[src/rtl/gen_toggle_cover_collector.sv]
// gen_toggle_cover_collector: sticky per-bit rise/fall toggle coverage with live count and valid/ready snapshot dump
module gen_toggle_cover_collector #(
    parameter int WIDTH       = 8,
    parameter int COVER_INDEX = 0,
    parameter int IDX_W       = 32,
    parameter int CNT_W       = $clog2(2 * WIDTH + 1)
) (
    input  logic             clock,
    input  logic             reset,
    input  logic             enable,
    input  logic [WIDTH-1:0] signal,
    input  logic             clear,
    input  logic             dump_req,
    output logic             dump_valid,
    input  logic             dump_ready,
    output logic [IDX_W-1:0] dump_index,
    output logic             dump_rise,
    output logic             dump_fall,
    output logic             dump_done,
    output logic             dump_busy,
    output logic [CNT_W-1:0] covered_count
);
    localparam int PW = WIDTH > 1 ? $clog2(WIDTH) : 1;

    typedef enum logic [1:0] {IDLE, SEND, DONE} state_t;

    state_t           state;
    logic [WIDTH-1:0] prev_q, rise_hit, fall_hit, rise_nxt, fall_nxt, snap_rise, snap_fall;
    logic             base_valid;
    logic [PW-1:0]    ptr;

    // next hit values are shared so a dump snapshot includes hits landing on the same edge
    always_comb begin
        rise_nxt = clear ? '0 : (enable && base_valid) ? rise_hit | (~prev_q & signal) : rise_hit;
        fall_nxt = clear ? '0 : (enable && base_valid) ? fall_hit | (prev_q & ~signal) : fall_hit;
    end

    always_ff @(posedge clock) begin
        if (reset) begin
            prev_q        <= '0;
            base_valid    <= 1'b0;
            rise_hit      <= '0;
            fall_hit      <= '0;
            covered_count <= '0;
        end else begin
            prev_q        <= enable ? signal : prev_q;
            base_valid    <= enable && !clear;
            rise_hit      <= rise_nxt;
            fall_hit      <= fall_nxt;
            covered_count <= CNT_W'($countones({rise_hit, fall_hit}));
        end
    end

    always_ff @(posedge clock) begin
        if (reset) begin
            state      <= IDLE;
            ptr        <= '0;
            snap_rise  <= '0;
            snap_fall  <= '0;
            dump_valid <= 1'b0;
            dump_done  <= 1'b0;
            dump_busy  <= 1'b0;
        end else begin
            case (state)
                IDLE: if (dump_req) begin
                    snap_rise  <= rise_nxt;
                    snap_fall  <= fall_nxt;
                    ptr        <= '0;
                    state      <= SEND;
                    dump_valid <= 1'b1;
                    dump_busy  <= 1'b1;
                end
                SEND: if (dump_ready) begin
                    if (ptr == PW'(WIDTH - 1)) begin
                        state      <= DONE;
                        dump_valid <= 1'b0;
                        dump_done  <= 1'b1;
                    end else begin
                        ptr <= ptr + PW'(1);
                    end
                end
                default: begin
                    state     <= IDLE;
                    dump_done <= 1'b0;
                    dump_busy <= 1'b0;
                end
            endcase
        end
    end

    assign dump_index = dump_valid ? IDX_W'(COVER_INDEX) + IDX_W'(ptr) : '0;
    assign dump_rise  = dump_valid & snap_rise[ptr];
    assign dump_fall  = dump_valid & snap_fall[ptr];
endmodule

[config.mk]
export PLATFORM = sky130hd
export DESIGN_NAME = gen_toggle_cover_collector
export DESIGN_NICKNAME = d
export VERILOG_FILES = /design/src/rtl/gen_toggle_cover_collector.sv
export SDC_FILE = /design/constraint.sdc
export NUM_CORES = 1
export LEC_CHECK = 0
export BUFFER_PORTS_ARGS = -buffer_cell sky130_fd_sc_hd__buf_2
export CAP_MARGIN = 20
export CORE_UTILIZATION = 49
export CTS_BUF_LIST = sky130_fd_sc_hd__clkbuf_4 sky130_fd_sc_hd__clkbuf_8 sky130_fd_sc_hd__clkbuf_16
export DETAILED_ROUTE_END_ITERATION = 10
export PLACE_DENSITY_LB_ADDON = 0.12
export SETUP_SLACK_MARGIN = 0.4
export SYNTH_ARGS = -nofsm -noshare
export SYNTH_HDL_FRONTEND = slang
export SYNTH_SLANG_ARGS = --single-unit
[constraint.sdc]
create_clock -name clock -period 3.6 [get_ports clock]
set_input_delay 0.72 -clock clock [delete_from_list [all_inputs] [get_ports clock]]
set_output_delay 0.72 -clock clock [all_outputs]
set_load 0.005 [all_outputs]
-- Word level (Yosys, flattened, before mapping)
Cells that the tools add are included.
- flip-flop bits (word level): 54
- latch bits: 0
- bits in writable memories: 0
- ROM bits: 0
- input port bits: 14
- output and inout port bits: 42
- logic and storage cells: 81
- memories kept: 0
- add/subtract/negate cells: 16
- $mul: 0
- div/mod/pow operators: 0
- magnitude comparators: 1
- eq/ne operators: 6
- shifts and indexed selects: 0
- multiplexer cells: 25
- bitwise operators: 10
- reductions and logical operators: 11
- operator list (operator ; count):
    two-way mux 8 bit ; 4
    adder 1 x 1 -> 2 bit ; 8
    bitwise AND 8 bit ; 2
    inverter 8 bit ; 2
    OR 8 bit ; 2
    adder 2 x 2 -> 3 bit ; 4
    two-way mux 3 bit ; 4
    adder 3 x 3 -> 4 bit ; 2
    inequality test 2 bit (second input constant) ; 4
    AND reduction 4 bit ; 2
    two-way mux 1 bit ; 7
    binary-select mux 1 bit (select 3 bit) ; 2
    two-way mux 2 bit ; 3
    case mux 1 bit (2 select lines) ; 3
    case mux 3 bit (2 select lines) ; 1
    AND reduction 3 bit ; 2
    adder 4 x 4 -> 5 bit ; 1
    less-than comparator 3 x 4 -> 1 bit (second input constant) ; 1
    case mux 2 bit (2 select lines) ; 1
    AND reduction 2 bit ; 2
    adder 3 x 1 -> 3 bit (second input constant) ; 1
    equality test 3 bit (second input constant) ; 1
    bitwise AND 1 bit ; 2
    equality test 2 x 1 -> 1 bit (second input constant) ; 1
    other kinds (5) ; 7

-- Longest topological paths before layout
Gate-level depths: netlist (run 1).
- depth after elaboration: 5
- mapped depth: 12
- mapped depth without buffers: 12

-- Worst setup path after synthesis (run 1)
OpenSTA, ideal clock, no wires.
- path type: register to register
- start point: register rise_hit[0]
- end point: register covered_count[3]
- setup time: 0.072 ns
- arrival time: 3.199 ns
- required time: 3.528 ns
- path slack: 0.329 ns
- stages on the path, launching flop included: 11
- buffers on the path: 0
- period minus slack after synthesis: 3.271 ns
- cells stage by stage: dfxtp_1 -> inv_1 -> fa_1 -> fa_1 -> fa_1 -> fa_1 -> inv_1 -> ha_1 -> a21o_1 -> a21oi_1 -> mux2i_1
- word-level cells in the longest chain between the ends: 4
- ends and longest elaborated chain (what ; RTL line ; text):
    start: declaration ; 28 ; logic [WIDTH-1:0] prev_q, rise_hit, fall_hit, rise_nxt, fall_nxt, snap_rise, snap_fall;
    start signal: assignment ; 48 ; rise_hit <= rise_nxt;
    adder 1 x 1 -> 2 bit (not written as such) ; 50 ; covered_count <= CNT_W'($countones({rise_hit, fall_hit}));
    adder 2 x 2 -> 3 bit (not written as such) ; 50 ;
    adder 3 x 3 -> 4 bit (not written as such) ; 50 ;
    adder 4 x 4 -> 5 bit (not written as such) ; 50 ;
    end signal: assignment ; 50 ;
    end: declaration ; 21 ; output logic [CNT_W-1:0] covered_count
Every way passes these cells.
A chain may end at the register's enable or synchronous reset.

-- Worst setup path after layout (run 1)
- start point: register rise_hit[1]
- end point: register covered_count[1]
Same word-level chain as after synthesis.

==> impl_metrics.json, run 1 <==
{
  "die_x_um": 79.0,
  "path_clk_slew_ns": 0.10,
  "yosysWarnings": 0,
  "multi_input_comb_area_um2": 1520,
  "cp.arrival_ns": 3.47,
  "status": "finished clean",
  "synthCells": 311,
  "nets": 368,
  "first_global_vias": 1774,
  "period_minus_slack_ns": 3.28,
  "hold_path_class": "register to register",
  "detail-route-antenna-nets": 0,
  "timing.setup.tns_ns": 0,
  "fillers": 539,
  "std_cell_rows": 27,
  "die_area_um2": 6250,
  "io_buffers": 26,
  "ys_ff_latch": 54,
  "critical_path.slowest_cell": "sky130_fd_sc_hd__fa_1",
  "cts.root.buffer_cell": "sky130_fd_sc_hd__clkbuf_8",
  "netlist_top_cells_area": "sky130_fd_sc_hd__dfxtp_1 (37%), sky130_fd_sc_hd__buf_4 (7.7%), sky130_fd_sc_hd__fa_1 (6.9%)",
  "final_core_utilization_pct": 55.3,
  "drt_first_iter_violations": 45,
  "cp-end-kind": "register",
  "synth_enable_flop_cells": 0,
  "max-clock-path-buffers": 2,
  "route.detailed.drc": 0,
  "ff_latch_area_um2": 1090,
  "numClockSinks": 54,
  "max-slew-margin-rel_pct": 44.1,
  "final-max-slew-violation-count": 0,
  "worst_ir_drop_vdd_mv": 0.264,
  "post_synth_instance_area_um2": 2910,
  "finalCritPeriodShare_pct": 91.2,
  "globalRouteOverflowTotal": 0,
  "max_clock_freq_ghz": 0.304,
  "synth_largest_type_area_fraction_pct": 37.2,
  "hold_viol_final": 0,
  "setup_viol_count_final": 0,
  "powerDensity_nw_per_um2": 334,
  "insertion_delay_ns": 0.30,
  "timing.critical_path.required_ns": 3.79,
  "tritoncts.num_buffers": 5,
  "critPathLaunchType": "register",
  "synth_largest_area_cell": "sky130_fd_sc_hd__dfxtp_1",
  "detailedRoute.firstPassIterationCount": 4,
  "r2r_slack_ns": 0.32,
  "worst_pin_slew_ns": 0.835,
  "cp_top_family": "adder cells",
  "grt_start_max_net_pins": 26,
  "first_pass_grt_wire_length_mm": 8.27,
  "antenna-diode-count": 0,
  "top_level_ports": 56,
  "setup_repair_after_global_routing_missed_its_margin": "yes",
  "final_layout_size_suffix_gt1_share_pct": 29.9,
  "vias": 1949,
  "criticalPathCategory": "register to register",
  "timing.critical_path.slowest_cell_delay_ns": 0.56,
  "wire_per_inst_um": 11.9,
  "sequential_fraction_of_the_synthesis_area_pct": 37.2,
  "leak_pwr_nw": 1.33,
  "layout_commonest_cell": "sky130_fd_sc_hd__nor2_1",
  "avgSynthCellArea_um2": 9.35,
  "vias_per_cell": 4.75,
  "synthFlopType": "sky130_fd_sc_hd__dfxtp_1",
  "globalplace.congestion": 0.792,
  "crit_path_max_fanout": 2,
  "cap_viol_max_count": 0,
  "routed_wirelength_mm": 4.88,
  "path_cells": "inv_2, fa_1, fa_1, fa_2, fa_1, inv_2, ha_4, inv_2, fa_2, nor2_1",
  "synth-async-reset-ratio_pct": 0,
  "grt_usage_pct": 17.0,
  "layout_common_cells": "sky130_fd_sc_hd__nor2_1 (47), sky130_fd_sc_hd__dfxtp_1 (45), sky130_fd_sc_hd__conb_1 (29), sky130_fd_sc_hd__buf_2 (26), sky130_fd_sc_hd__inv_1 (24)",
  "cp_num_buf_inv": 3,
  "cts_tree": "built",
  "h-tree-depth": 2,
  "layout-area-overhead-vs-synth_pct": 6.71,
  "initial_core_util_pct": 51.9,
  "synth.lib_cells_used.distinct": 37,
  "place.detailed.hpwl_mm": 3.66,
  "coreArea_um2": 5610,
  "floorplan.die.height_um": 79.0,
  "clock-skew-final_ns": 0.00546,
  "number_of_antenna_violations_at_the_first_check_in_global_routing": 0
}
-- cells by family after synthesis --
logic type / synth area share (%)
buffers and inverters: 14.8
DFF: 37.2
and+or+nand+nor: 19.7
other: 0.129
muxes: 6.20
AOI/OAI and AO/OA: 11.8
adders and majority gates: 9.90
xor gates and xnor gates: 0.301
-- through the flow --
step	hold WS, ns	setup slack, ns	std cells	instance area, um2	total power [mW]
floorplan	0.433	0.418	339	3020	0.717
global placement	0.443	0.321	396	2940	0.712
detailed placement	0.444	0.297	396	2940	0.714
CTS	0.459	0.296	410	3090	1.05
global route	0.477	0.203	410	3100	1.10
finish	0.458	0.315	410	3100	1.04
-- worst min-delay path: stages, from the launching register on --
cell	delay, ns
sky130_fd_sc_hd__dfxtp_1	0.32
sky130_fd_sc_hd__nand2_1	0.05
sky130_fd_sc_hd__a21oi_1	0.05
-- final timing paths --
kind / to / cells past startpoint / from
worst min register to register: snap_fall[3] / 2 / snap_fall[3]
worst min-delay path: snap_fall[3] / 2 / snap_fall[3]
worst max-delay path: covered_count[1] / 10 / rise_hit[1]
worst max register to register: covered_count[1] / 10 / rise_hit[1]
-- state kept, by name, summed over array words and instances, names as in the netlist --
| signal | cells |
|---|---|
| snap_rise | 8 |
| dump_valid | 1 |
| dump_done | 1 |
| snap_fall | 8 |
| base_valid | 1 |
| fall_hit | 8 |
| state | 2 |
| rise_hit | 8 |
| dump_busy | 1 |
| covered_count | 5 |
| ptr | 3 |
| prev_q | 8 |
-- cell usage after synthesis (all sizes together) (4+ instances only) --
| library cell | instances |
|---|---|
| a21oi | 20 |
| and4b | 16 |
| buf | 37 |
| clkbuf | 6 |
| dfxtp | 54 |
| fa | 10 |
| ha | 7 |
| inv | 30 |
| mux2 | 4 |
| mux2i | 9 |
| nand2 | 18 |
| nand2b | 6 |
| nor2 | 47 |
| o21ai | 20 |
-- power breakdown --
| part | total [mW] | switching [mW] | internal (mW) |
|---|---|---|---|
| Sequential | 0.619 | 0.0108 | 0.608 |
| Combinational | 0.0819 | 0.0507 | 0.0311 |
| Clock | 0.337 | 0.192 | 0.145 |
| Total | 1.04 | 0.253 | 0.785 |
-- timing repair --
action	CTS	global route
pin swaps	6	2
buffers inserted	6	0
gates resized for setup	14	4
endpoints found under the setup margin	4	4
gates cloned	0	0
hold buffers	0	0
-- area by class of cell --
| cell class | instances | area share [%] |
|---|---|---|
| clock buffers | 6 | 2.46 |
| clock inverters | 2 | 0.444 |
| inverters | 30 | 3.63 |
| multi-input cells | 212 | 49.1 |
| flip-flops and latches | 54 | 35.2 |
| well taps | 72 | 2.90 |
| repair buffers | 34 | 6.25 |
-- layer usage --
metal / vias up / track usage [%] / wire (um)
li1: 1018 / - / -
met1: 886 / 23.7 / 2440
met2: 41 / 27.4 / 2230
met3: 4 / 3.45 / 170
met4: 0 / 3.27 / 36
met5: - / 0 / 0
Power figures use the tool's default switching activity.
==> run 2: changes to the inputs <==
CORE_ASPECT_RATIO = 2   (was unset)
RECOVER_POWER = 50   (was unset)
==> run 2 against run 1 <==
The run now ends with max-capacitance violations, max-slew violations left. Sequential share of layout area decreased by 0.94 points. Clock skew increased by 0.0025 ns. Core utilization increased by 0.38 points. Largest power group unchanged. Cell area increased by 2.5%. Global-route usage increased by 1.2 points. Via count increased by 2.0%.
==> impl_metrics.json, run 2 (synthesis gave the netlist of run 1 again) <==
{
  "status": "finished, violations left",
  "violated_checks": "max-capacitance violations, max-slew violations",
  "final-max-slew-violation-count": 39,
  "nets": 370,
  "initial_core_util_pct": 50.9,
  "grt_usage_pct": 18.2,
  "grt_start_max_net_pins": 39,
  "timing.setup.tns_ns": 0,
  "std_cell_rows": 39,
  "r2r_cells": 10,
  "r2r_slack_ns": 0.24,
  "hold_viol_final": 0,
  "hold_path_class": "register to register",
  "antenna-diode-count": 0,
  "cp.arrival_ns": 3.47,
  "route.detailed.drc": 0,
  "wire_per_inst_um": 13.1,
  "hold_end": "dump_busy",
  "die_x_um": 56.5,
  "path_clk_slew_ns": 0.07,
  "floorplan.die.height_um": 111,
  "detail-route-antenna-nets": 0,
  "cap_viol_max_count": 1,
  "finalCritPeriodShare_pct": 93.2,
  "r2r_end": "covered_count[1]",
  "worst_pin_slew_ns": 1.95,
  "crit_path_max_fanout": 2,
  "vias_per_cell": 4.96,
  "placed_cell_area_um2": 2930,
  "max_clock_freq_ghz": 0.298,
  "setup_repair_after_global_routing_missed_its_margin": "yes",
  "tritoncts.num_buffers": 5,
  "globalplace.congestion": 0.774,
  "cp-end-kind": "register",
  "pre_cts_ws_ns": 0.202,
  "h-tree-depth": 2,
  "reg2reg_launch_point": "rise_hit[5]",
  "vias": 1988,
  "drt_first_iter_violations": 34,
  "layout-area-overhead-vs-synth_pct": 9.38,
  "setup_viol_count_final": 0,
  "critPathLaunchType": "register",
  "design_power_total_mw": 1.25,
  "die_area_um2": 6260,
  "period_minus_slack_ns": 3.36,
  "globalRouteOverflowTotal": 0,
  "timing.critical_path.required_ns": 3.71,
  "routed_wirelength_mm": 5.24,
  "coreArea_um2": 5710,
  "place.detailed.hpwl_mm": 3.86,
  "min-delay-start": "dump_busy",
  "numClockSinks": 54,
  "fin_worst_hold_slack_ns": 0.452,
  "criticalPathCategory": "register to register",
  "max-slew-margin-rel_pct": -29.8,
  "first_pass_grt_wire_length_mm": 8.90,
  "top_level_ports": 56,
  "final_design_area_no_fill_um2": 3180,
  "detailedRoute.firstPassIterationCount": 4,
  "powerDensity_nw_per_um2": 393,
  "worst_ir_drop_vdd_mv": 0.491,
  "final_layout_size_suffix_gt1_share_pct": 29.1,
  "max-clock-path-buffers": 2,
  "insertion_delay_ns": 0.29,
  "first_global_vias": 1939,
  "leak_pwr_nw": 1.35,
  "clock-skew-final_ns": 0.00801,
  "layout_common_cells": "sky130_fd_sc_hd__nor2_1 (47), sky130_fd_sc_hd__dfxtp_1 (47), sky130_fd_sc_hd__conb_1 (29), sky130_fd_sc_hd__inv_1 (23), sky130_fd_sc_hd__buf_2 (23)",
  "min_delay_path_depth": 2,
  "number_of_antenna_violations_at_the_first_check_in_global_routing": 0,
  "cts.root.buffer_cell": "sky130_fd_sc_hd__clkbuf_16",
  "final_critical_path_setup_slack_ns": 0.243,
  "fillers": 553,
  "io_buffers": 26,
  "cts_tree": "built"
}
## run 2: cell types whose count changed in the layout (fill, tap and decap cells not counted), sizes merged
| cell | previous run | this run |
|---|---|---|
| bufinv | 0 | 1 |
| clkinvlp | 0 | 2 |
| clkinv | 2 | 0 |
| clkbuf | 6 | 9 |
| buf | 34 | 32 |
## run 2: final cells by class
cell class	count	area, um2	area share, %
sequential	54	1090	34.3
inverter	30	113	3.54
multi-input combinational	212	1530	48.1
clock buffer	5	125	3.93
timing repair buffer	36	201	6.33
clock inverter	3	45.0	1.42
tap	61	76.3	2.40
## run 2: where the power goes
group | internal, mW | switching (mW) | leakage [nW] | total (mW)
combinational | 0.0312 | 0.0507 | 0.832 | 0.0819
clock | 0.328 | 0.220 | 0.0760 | 0.548
sequential | 0.608 | 0.0109 | 0.441 | 0.619
total | 0.968 | 0.281 | 1.35 | 1.25
## run 2: routing by layer
layer	global-route usage [%]	up-vias	part of all wire, %
li1	-	1014	-
met1	20.2	921	40
met5	0	-	0
met4	7.32	0	2.7
met3	3.27	10	3.1
met2	33.1	43	54
## run 2: per-stage QoR
stage | cells | utilization (%)
after floorplan | 339 | -
after global routing | 401 | 55.7
after global placement | 385 | 51.2
after CTS | 399 | 55.2
final | 401 | 55.7
after detailed placement | 385 | 51.2
## run 2: worst max-delay path by stage
stage / start / slack (ns) / end / cells past startpoint
floorplan: fall_hit[3] / 0.42 / covered_count[1] / 10
global placement: fall_hit[3] / 0.23 / covered_count[1] / 10
detailed placement: fall_hit[3] / 0.20 / covered_count[1] / 10
CTS: rise_hit[0] / 0.28 / covered_count[3] / 10
global route: rise_hit[5] / 0.11 / covered_count[1] / 10
finish: rise_hit[5] / 0.24 / covered_count[1] / 10
## run 2: worst max-delay path, stage by stage, from the launching register on
cell and delay [ns]:
sky130_fd_sc_hd__dfxtp_2 0.34, sky130_fd_sc_hd__inv_2 0.04, sky130_fd_sc_hd__fa_1 0.56, sky130_fd_sc_hd__fa_1 0.45
sky130_fd_sc_hd__fa_2 0.58, sky130_fd_sc_hd__fa_1 0.42, sky130_fd_sc_hd__inv_2 0.08, sky130_fd_sc_hd__ha_4 0.13
sky130_fd_sc_hd__inv_2 0.04, sky130_fd_sc_hd__fa_2 0.51, sky130_fd_sc_hd__nor2_1 0.04
## run 2: repair_timing
action | in CTS | in global routing
gates resized for setup | 12 | 7
buffers inserted | 6 | 2
pin swaps | 3 | 6
hold buffers | 0 | 0
setup endpoints to repair | 4 | 4
==> run 3: changes to the inputs <==
CELL_PAD_IN_SITES_DETAIL_PLACEMENT = 0   (was unset)
CELL_PAD_IN_SITES_GLOBAL_PLACEMENT = 1   (was unset)
CORE_UTILIZATION = 42   (was 49)
==> run 3 against run 2 <==
The flow now finishes without violations. Cell count grew 6.2%. Critical path depth is the same. Sequential share of layout area is essentially flat. Critical path type unchanged. Largest cell class unchanged. Largest power group unchanged. Highest routed layer unchanged.
==> impl_metrics.json, run 3 (synthesis gave the netlist of run 1 again) <==
{
  "cts-hold-fix-buffers": 0,
  "clock_power_share_pct": 44.1,
  "max-slew-margin-rel_pct": 16.9,
  "r2r_end": "covered_count[1]",
  "max-clock-path-buffers": 2,
  "first_global_vias": 1989,
  "status": "finished clean",
  "detailedRoute.firstPassIterationCount": 4,
  "worst_pin_slew_ns": 1.25,
  "path_cells": "inv_2, fa_1, fa_1, fa_2, fa_1, inv_2, ha_4, inv_2, fa_2, nor2_1",
  "setup_repair_after_global_routing_missed_its_margin": "yes",
  "insertion_delay_ns": 0.29,
  "vias": 1984,
  "die_x_um": 60.8,
  "p_comb_share_pct": 6.5,
  "cap_viol_max_count": 0,
  "detail-route-antenna-nets": 0,
  "cts_tree": "built",
  "io_buffers": 26,
  "design_power_total_mw": 1.25,
  "antenna-diode-count": 0,
  "layout_commonest_cell": "sky130_fd_sc_hd__nor2_1",
  "h-tree-depth": 2,
  "criticalPathCategory": "register to register",
  "seq_power_share_pct": 49.4,
  "min-delay-start": "dump_done",
  "max_clock_freq_ghz": 0.302,
  "nets": 368,
  "clock-skew-final_ns": 0.00577,
  "layout_common_cells": "sky130_fd_sc_hd__nor2_1 (47), sky130_fd_sc_hd__dfxtp_1 (45), sky130_fd_sc_hd__conb_1 (29), sky130_fd_sc_hd__inv_1 (26), sky130_fd_sc_hd__buf_2 (23)",
  "floorplan.die.height_um": 120,
  "die_area_um2": 7280,
  "critPathLaunchType": "register",
  "globalplace.congestion": 0.723,
  "switchingPower_mw": 0.270,
  "globalRouteOverflowTotal": 0,
  "leak_pwr_nw": 1.35,
  "route.detailed.drc": 0,
  "timing.setup.tns_ns": 0,
  "std_cell_rows": 42,
  "vias_per_cell": 4.66,
  "tritoncts.num_buffers": 5,
  "grt_start_max_net_pins": 26,
  "p_sw_share_pct": 21.5,
  "final-max-slew-violation-count": 0,
  "cp.arrival_ns": 3.46,
  "timing.critical_path.required_ns": 3.76,
  "timing.critical_path.slowest_cell_delay_ns": 0.58,
  "numClockSinks": 54,
  "top_level_ports": 56,
  "initial_core_util_pct": 43.6,
  "final_critical_path_setup_slack_ns": 0.292,
  "coreArea_um2": 6670,
  "setup_viol_count_final": 0,
  "cp-end-kind": "register",
  "end_point_of_the_critical_path": "covered_count[1]",
  "timing.critical_path.from": "fall_hit[7]",
  "number_of_antenna_violations_at_the_first_check_in_global_routing": 0,
  "p_int_mw": 0.983,
  "crit_path_max_fanout": 2,
  "period_minus_slack_ns": 3.31,
  "final_layout_size_suffix_gt1_share_pct": 27.8,
  "reg2reg_launch_point": "fall_hit[7]",
  "hold_path_class": "register to register",
  "first_pass_grt_wire_length_mm": 9.15,
  "drt_first_iter_violations": 61,
  "routed_wirelength_mm": 5.34,
  "worst_ir_drop_vdd_mv": 0.234,
  "place.detailed.hpwl_mm": 4.11,
  "pre_cts_ws_ns": 0.234,
  "wire_per_inst_um": 12.5,
  "path_clk_slew_ns": 0.07,
  "layout-area-overhead-vs-synth_pct": 9.77,
  "r2r_slack_ns": 0.29,
  "hold_viol_final": 0,
  "powerDensity_nw_per_um2": 392,
  "finalCritPeriodShare_pct": 91.9,
  "r2r_cells": 10,
  "grt_usage_pct": 17.0,
  "cts.root.buffer_cell": "sky130_fd_sc_hd__clkbuf_16",
  "critical_path.slowest_cell": "sky130_fd_sc_hd__fa_1"
}
-- run 3: cell count changes in the layout (fill, tap and decap cells not counted), moves of 2 or more --
cell                         change
sky130_fd_sc_hd__inv_2           -3
sky130_fd_sc_hd__dfxtp_1         -2
sky130_fd_sc_hd__clkinvlp_4      -2
sky130_fd_sc_hd__clkbuf_4        +2
sky130_fd_sc_hd__dfxtp_2         +2
sky130_fd_sc_hd__inv_1           +3
-- run 3: critical path, delay by kind of cell (launching register included) --
family | cells | cell delay [ns]
adders and majority gates | 6 | 2.63
DFF | 1 | 0.34
buffers and inverters | 3 | 0.15
and+or+nand+nor | 1 | 0.04
-- run 3: area by class of cell --
class                   count  area (um2)
clock buffers               7         140
clock inverters             1        30.0
fillers                   698        3480
inverters                  30         113
multi-input cells         212        1520
flip-flops and latches     54        1090
well taps                  88         110
repair buffers             34         183
-- run 3: worst min-delay path by stage --
stage,endpoint,slack [ns],depth (start not counted)
after floorplan,snap_fall[5],0.43,2
after CTS,dump_done,0.45,2
after global routing,snap_fall[7],0.48,2
after detailed placement,dump_done,0.45,2
after global placement,dump_busy,0.44,2
final,dump_done,0.45,2
-- run 3: stage by stage --
stage / area, um2 / cells / hold WS, ns / util, %
after floorplan: 3020 / 339 / 0.433 / -
after global placement: 2960 / 412 / 0.439 / 44.3
after detailed placement: 2960 / 412 / 0.446 / 44.3
after CTS: 3180 / 425 / 0.454 / 47.6
after global routing: 3190 / 426 / 0.478 / 47.8
final: 3190 / 426 / 0.449 / 47.8
-- run 3: timing repair --
action                     4_1_cts  5_1_grt
pin swaps                        7        7
hold endpoints to repair         0        0
buffers inserted                 5        1
gates resized for setup         11        4
setup endpoints to repair        4        4
-- run 3: power groups by stage --
stage | Sequential, mW | Combinational [mW] | Clock (mW)
finish | 0.619 | 0.0812 | 0.552
global route | 0.621 | 0.0933 | 0.596
CTS | 0.620 | 0.0826 | 0.575
detailed placement | 0.633 | 0.0819 | 0
global placement | 0.633 | 0.0810 | 0
floorplan | 0.630 | 0.0870 | 0
-- run 3: layer usage --
layer	up-vias	GRT usage, %	part of all wire (%)
li1	1014	-	-
met1	924	18.7	41
met2	39	30.5	54
met3	7	3.23	2.9
met4	0	6.39	1.8
met5	-	0	0
